--- config.mk ---
export PLATFORM = sky130hd
export DESIGN_NAME = regfile_seq_ctrl
export DESIGN_NICKNAME = d
export VERILOG_FILES = /design/src/rtl/regfile_seq_ctrl.sv
export SDC_FILE = /design/constraint.sdc
export NUM_CORES = 1
export LEC_CHECK = 0
export CAP_MARGIN = 20
export CORE_AREA = 2 2 65 67
export CTS_BUF_LIST = sky130_fd_sc_hd__clkbuf_2
export DETAILED_ROUTE_END_ITERATION = 6
export DIE_AREA = 0 0 67 69
export GPL_TIMING_DRIVEN = 0
export PLACE_DENSITY = 0.84
export SYNTH_ARGS = -nofsm -noshare
export SYNTH_HDL_FRONTEND = slang
export SYNTH_SLANG_ARGS = --single-unit
--- constraint.sdc ---
create_clock -name Clk -period 1.8 [get_ports Clk]
set_clock_uncertainty 0.1 [all_clocks]
set_input_delay 0.45 -clock Clk [delete_from_list [all_inputs] [get_ports Clk]]
set_output_delay 0.45 -clock Clk [all_outputs]
set_load 0.005 [all_outputs]
--- src/rtl/regfile_seq_ctrl.sv ---
// Command sequencer for the 16x8 register file: loads the operand-pointer register
// only when its shadow copy is stale, then issues one register file action per command.
module regfile_seq_ctrl #(
    parameter int W       = 8,
    parameter int D       = 4,
    parameter int OPS_IDX = 13
) (
    input  logic         Clk,
    input  logic         Reset_n,
    input  logic         CmdValid,
    output logic         CmdReady,
    input  logic [2:0]   CmdOp,
    input  logic [D-1:0] CmdRa,
    input  logic [D-1:0] CmdRb,
    input  logic [W-1:0] CmdData,
    output logic         Done,
    output logic         Busy,
    output logic         OpsWrite,
    output logic         LoadHigh,
    output logic         Jmp,
    output logic         IsMov,
    output logic         LoadByte,
    output logic [D-1:0] Waddr,
    output logic [D-1:0] JmpReg,
    output logic [W-1:0] RfDataIn
);

    typedef enum logic [1:0] {S_IDLE, S_SET_HI, S_SET_LO, S_EXEC} state_t;

    localparam logic [2:0] OP_WRITE  = 3'd1;
    localparam logic [2:0] OP_MOV    = 3'd2;
    localparam logic [2:0] OP_LOADB  = 3'd3;
    localparam logic [2:0] OP_READ   = 3'd4;
    localparam logic [2:0] OP_JMP    = 3'd5;
    localparam logic [2:0] OP_SETPTR = 3'd6;
    localparam logic [D-1:0] OPS     = D'(OPS_IDX);

    state_t         state_q, state_d;
    logic           run_q, run_d;
    logic [2:0]     op_q, op_d;
    logic [D-1:0]   ra_q, ra_d, rb_q, rb_d;
    logic [W-1:0]   data_q, data_d;
    logic           need_lo_q, need_lo_d;
    logic [D-1:0]   ptr_hi_q, ptr_hi_d, ptr_lo_q, ptr_lo_d;
    logic           hi_valid_q, hi_valid_d, lo_valid_q, lo_valid_d;
    logic           accept, need_hi, need_lo;

    // run_q keeps CmdReady low for the cycle in which reset is being applied
    assign accept  = (state_q == S_IDLE) && run_q && CmdValid;
    assign need_hi = (CmdOp == OP_SETPTR) ||
                     (((CmdOp == OP_MOV) || (CmdOp == OP_READ)) &&
                      !(hi_valid_q && (ptr_hi_q == CmdRa)));
    assign need_lo = (CmdOp == OP_SETPTR) ||
                     (((CmdOp == OP_LOADB) || (CmdOp == OP_READ)) &&
                      !(lo_valid_q && (ptr_lo_q == CmdRb)));

    always_ff @(posedge Clk) begin
        if (!Reset_n) begin
            state_q    <= S_IDLE;
            run_q      <= 1'b0;
            op_q       <= '0;
            ra_q       <= '0;
            rb_q       <= '0;
            data_q     <= '0;
            need_lo_q  <= 1'b0;
            ptr_hi_q   <= '0;
            ptr_lo_q   <= '0;
            hi_valid_q <= 1'b0;
            lo_valid_q <= 1'b0;
        end else begin
            state_q    <= state_d;
            run_q      <= run_d;
            op_q       <= op_d;
            ra_q       <= ra_d;
            rb_q       <= rb_d;
            data_q     <= data_d;
            need_lo_q  <= need_lo_d;
            ptr_hi_q   <= ptr_hi_d;
            ptr_lo_q   <= ptr_lo_d;
            hi_valid_q <= hi_valid_d;
            lo_valid_q <= lo_valid_d;
        end
    end

    always_comb begin
        state_d    = state_q;
        run_d      = 1'b1;
        op_d       = op_q;
        ra_d       = ra_q;
        rb_d       = rb_q;
        data_d     = data_q;
        need_lo_d  = need_lo_q;
        ptr_hi_d   = ptr_hi_q;
        ptr_lo_d   = ptr_lo_q;
        hi_valid_d = hi_valid_q;
        lo_valid_d = lo_valid_q;
        // Idle encoding: Jmp alone stops the register file from writing Waddr/r12
        CmdReady   = 1'b0;
        Done       = 1'b0;
        Busy       = (state_q != S_IDLE);
        OpsWrite   = 1'b0;
        LoadHigh   = 1'b0;
        Jmp        = 1'b1;
        IsMov      = 1'b0;
        LoadByte   = 1'b0;
        Waddr      = '0;
        JmpReg     = '0;
        RfDataIn   = '0;

        case (state_q)
            S_IDLE: begin
                CmdReady = run_q;
                if (accept) begin
                    op_d      = CmdOp;
                    ra_d      = CmdRa;
                    rb_d      = CmdRb;
                    data_d    = CmdData;
                    need_lo_d = need_lo;
                    if (need_hi)      state_d = S_SET_HI;
                    else if (need_lo) state_d = S_SET_LO;
                    else              state_d = S_EXEC;
                end
            end
            S_SET_HI: begin
                OpsWrite   = 1'b1;
                LoadHigh   = 1'b1;
                Jmp        = 1'b0;
                RfDataIn   = {{(W-D){1'b0}}, ra_q};
                ptr_hi_d   = ra_q;
                hi_valid_d = 1'b1;
                state_d    = need_lo_q ? S_SET_LO : S_EXEC;
            end
            S_SET_LO: begin
                OpsWrite   = 1'b1;
                Jmp        = 1'b0;
                RfDataIn   = {{(W-D){1'b0}}, rb_q};
                ptr_lo_d   = rb_q;
                lo_valid_d = 1'b1;
                state_d    = S_EXEC;
            end
            S_EXEC: begin
                Done    = 1'b1;
                state_d = S_IDLE;
                case (op_q)
                    OP_WRITE: begin
                        Jmp      = 1'b0;
                        Waddr    = ra_q;
                        RfDataIn = data_q;
                    end
                    OP_MOV: begin
                        Jmp      = 1'b0;
                        IsMov    = 1'b1;
                        RfDataIn = data_q;
                    end
                    OP_LOADB: begin
                        Jmp      = 1'b0;
                        LoadByte = 1'b1;
                        RfDataIn = data_q;
                    end
                    OP_READ: begin
                        // Harmless rewrite of r13 with its current high nibble
                        Jmp      = 1'b0;
                        OpsWrite = 1'b1;
                        LoadHigh = 1'b1;
                        RfDataIn = {{(W-D){1'b0}}, ptr_hi_q};
                    end
                    OP_JMP: JmpReg = ra_q;
                    default: ;
                endcase
                if (((op_q == OP_WRITE) && (ra_q == OPS)) ||
                    ((op_q == OP_MOV)   && (ptr_hi_q == OPS)) ||
                    ((op_q == OP_LOADB) && (ptr_lo_q == OPS))) begin
                    hi_valid_d = 1'b0;
                    lo_valid_d = 1'b0;
                end
            end
            default: state_d = S_IDLE;
        endcase
    end

endmodule
==> flow_summary.ini, run 1 <==
[timing]
finalMaxSlewViolations = 0
hold_viol = 0
holdWs_ps = 370
finalCritPeriodShare_pct = 133
relSlewSlack_pct = 68.0
final.min_clock_period_ps = 2390
final-setup-viol-count = 25
max_freq_mhz = 418
worst_slack_ps = -591
rsz0062_at_grt = yes
max_slew.worst_pin.slew_ps = 480

[power]
leakage_nw = 1.00
p_per_area_nw_per_um2 = 897
vdd_drop_max_mv = 0.459

[route]
vias_per_cell = 5.38
drt_iter0_markers = 103
wl_per_cell_um = 15.6
first_pass_iters = 5
ant_nets = 0
wl_mm = 5.10
vias = 1758
drcViolationCount = 0

[logic_synthesis]
syn-num-nets = 235
synth-seq-cells = 33
netlist_instances = 209
synth_seq_area_share_pct = 38.5
synth_area_um2 = 1720
synthDistinctLibCells = 32
avgSynthCellArea_um2 = 8.21
synth-main-ff-cell = dfxtp_1
async_flop_share_pct = 0
synth_edf_count = 0
yosysWarnings = 0

[cts]
cts_buffer_depth = 2
cts_tree = done
path_clk_slew_ps = 180
numCtsBuffers = 5
clock_sinks = 33
root_buffer = clkbuf_2
clkLatencyLatePin_ps = 400
cts_max_level = 2
cts_hold_buf = 0

[setup_path]
critPathMaxFanout = 5
path_cells = ha_4, nand2b_4, nor2_4, buf_6, a222oi_1, a21oi_2, buf_2
critical_path_arrival_ps = 1840
worstSetupStartpointType = flop
r2r_cells = 8
cpMaxStageDelayCell = dfxtp_4
r2r_end = need_lo_q
required_ps = 1250
crit_type = flop to output port
cp_num_buf_inv = 2
worstReg2RegStart = state_q[1]
r2r_slack_ps = -30
cpPeakStageDelay_ps = 400
crit_path_end_kind = output port
crit_family = compound AO/OA/AOI/OAI gates

[placed_design]
post_dp_cell_area_um2 = 2240
post-place-cells = 304
io_buffers = 45
routabilityCongestion = 0.838
dp_slack_ps = -791
dp_hpwl_mm = 3.35

[floorplan]
pin_count = 46
rows = 23
die_w_um = 67
dieArea_um2 = 4620
initial_core_util_pct = 43.8
chipHeight_um = 69
fp.coreArea_um2 = 3910

[grt]
track_usage_pct = 24.2
grt.overflow.total = 0
antenna_found_initial = 0
grt_pass1_vias = 1673
grt_pass1_wl_mm = 8.41
grt_max_degree = 11

[final_layout]
diodes = 0
final_cell_area_um2 = 2530
area_growth_pct = 47.6
nFillCells = 343
final_common_cell = nand2_1
layout_common_cells = nand2_1, dfxtp_1, clkdlybuf4s50_1
stdcell_count = 327
nets = 302
drive_gt1_share_pct = 31.0

[hold_path]
worstHoldPathType = flop to flop
hold-path-endpoint = data_q[6]
whs_path_depth = 2
min_from = data_q[6]

[job]
maxCapViolations = 0

[outcome]
outcome = finished with violations
violations = setup timing
[power by group]
group | internal (mW) | total (mW) | switching (mW)
Sequential | 0.839 | 0.936 | 0.0969
Combinational | 0.497 | 0.988 | 0.490
Clock | 0.0972 | 0.347 | 0.250
Total | 1.43 | 2.27 | 0.837
[through the flow]
step / TNS (ps) / util (%) / power [mW]
5_1_grt: -11080 / 64.7 / 2.41
3_3_place_gp: -13300 / 57.2 / 1.64
4_1_cts: -8260 / 64.0 / 2.22
6_report: -8980 / 64.7 / 2.27
3_5_place_dp: -14460 / 57.2 / 1.66
2_1_floorplan: 0 / - / 1.35
[worst max-delay path by stage]
stage	cells after the start	endpoint	slack [ps]	start
final	7	RfDataIn[0]	-590	state_q[1]
after global routing	8	RfDataIn[1]	-670	state_q[1]
after CTS	7	RfDataIn[0]	-570	state_q[0]
after detailed placement	6	RfDataIn[1]	-790	state_q[1]
after global placement	6	RfDataIn[1]	-760	state_q[1]
after floorplan	5	RfDataIn[3]	20	state_q[1]
[registers in the layout, indices dropped and copies added (netlist names)]
signal	cells
data_q	8
hi_valid_q	1
lo_valid_q	1
need_lo_q	1
op_q	3
ptr_hi_q	4
ptr_lo_q	4
ra_q	4
rb_q	4
run_q	1
state_q	2
[metal layers]
metal / vias to the layer above / share of wire (%) / track usage, %
li1: 849 / - / -
met1: 839 / 41 / 29.3
met2: 54 / 51 / 40.0
met3: 16 / 5.1 / 5.71
met4: 0 / 3.2 / 10.4
met5: - / 0 / 0
[cell usage after synthesis (all sizes together), types with 3 or more instances]
| cell type | count | area share (%) |
|---|---|---|
| inv | 4 | 0.88 |
| nor3 | 3 | 0.88 |
| nor2b | 13 | 4.7 |
| xor2 | 4 | 2.0 |
| and3 | 7 | 2.6 |
| clkbuf | 8 | 1.8 |
| nor2 | 12 | 2.6 |
| nand2 | 48 | 11 |
| a21oi | 8 | 2.3 |
| and2 | 9 | 3.3 |
| dfxtp | 33 | 39 |
| ha | 4 | 2.9 |
| mux2i | 8 | 4.7 |
| a222oi | 4 | 2.3 |
| a21boi | 19 | 8.3 |
| buf | 3 | 1.2 |
| xnor2 | 4 | 2.0 |
[worst register-to-register path, stage by stage, from the launching register on]
cell and delay, ps:
dfxtp_4 400, inv_1 110, ha_2 200, buf_6 120, buf_6 150, and3_4 200
buf_6 150, o21ai_0 70, o21ba_2 260
[timing repair]
action                     CTS  global route
pin swaps                   17             6
setup endpoints to repair   43            39
resized for setup          150            15
buffers inserted            16             4
[layout make-up]
class	count	area [um^2]	area share (%)
flip-flops and latches	33	669	26.4
plain buffers	9	66.3	2.62
well taps	50	62.6	2.47
clock inverters	2	10.0	0.395
clock buffers	6	30.0	1.19
inverters	4	20.0	0.791
multi-input cells	161	1140	45.0
repair buffers	62	534	21.1
[kinds of logic (layout without fill, tap and decap cells)]
family,Yosys count,count (layout),synth area share [%]
compound gates,41,41,17.8
buf+inv,15,83,3.87
mux,8,8,4.67
xor+xnor,8,8,4.08
simple gates,100,100,28.2
fa+ha+maj,4,4,2.92
flops,33,33,38.5
Note: power is estimated with default switching activity, not from simulation.
==> run 2, diff against run 1 <==
--- a/config.mk
+++ b/config.mk
@@ -5,9 +5,11 @@
 export SDC_FILE = /design/constraint.sdc
 export NUM_CORES = 1
 export LEC_CHECK = 0
+export ABC_CLOCK_PERIOD_IN_PS = 1800
 export CAP_MARGIN = 20
 export CORE_AREA = 2 2 65 67
 export CTS_BUF_LIST = sky130_fd_sc_hd__clkbuf_2
+export CTS_CLUSTER_SIZE = 24
 export DETAILED_ROUTE_END_ITERATION = 6
 export DIE_AREA = 0 0 67 69
 export GPL_TIMING_DRIVEN = 0
==> results of run 2 <==
No change in the layout: final DEF, timing and power equal those of run 1.
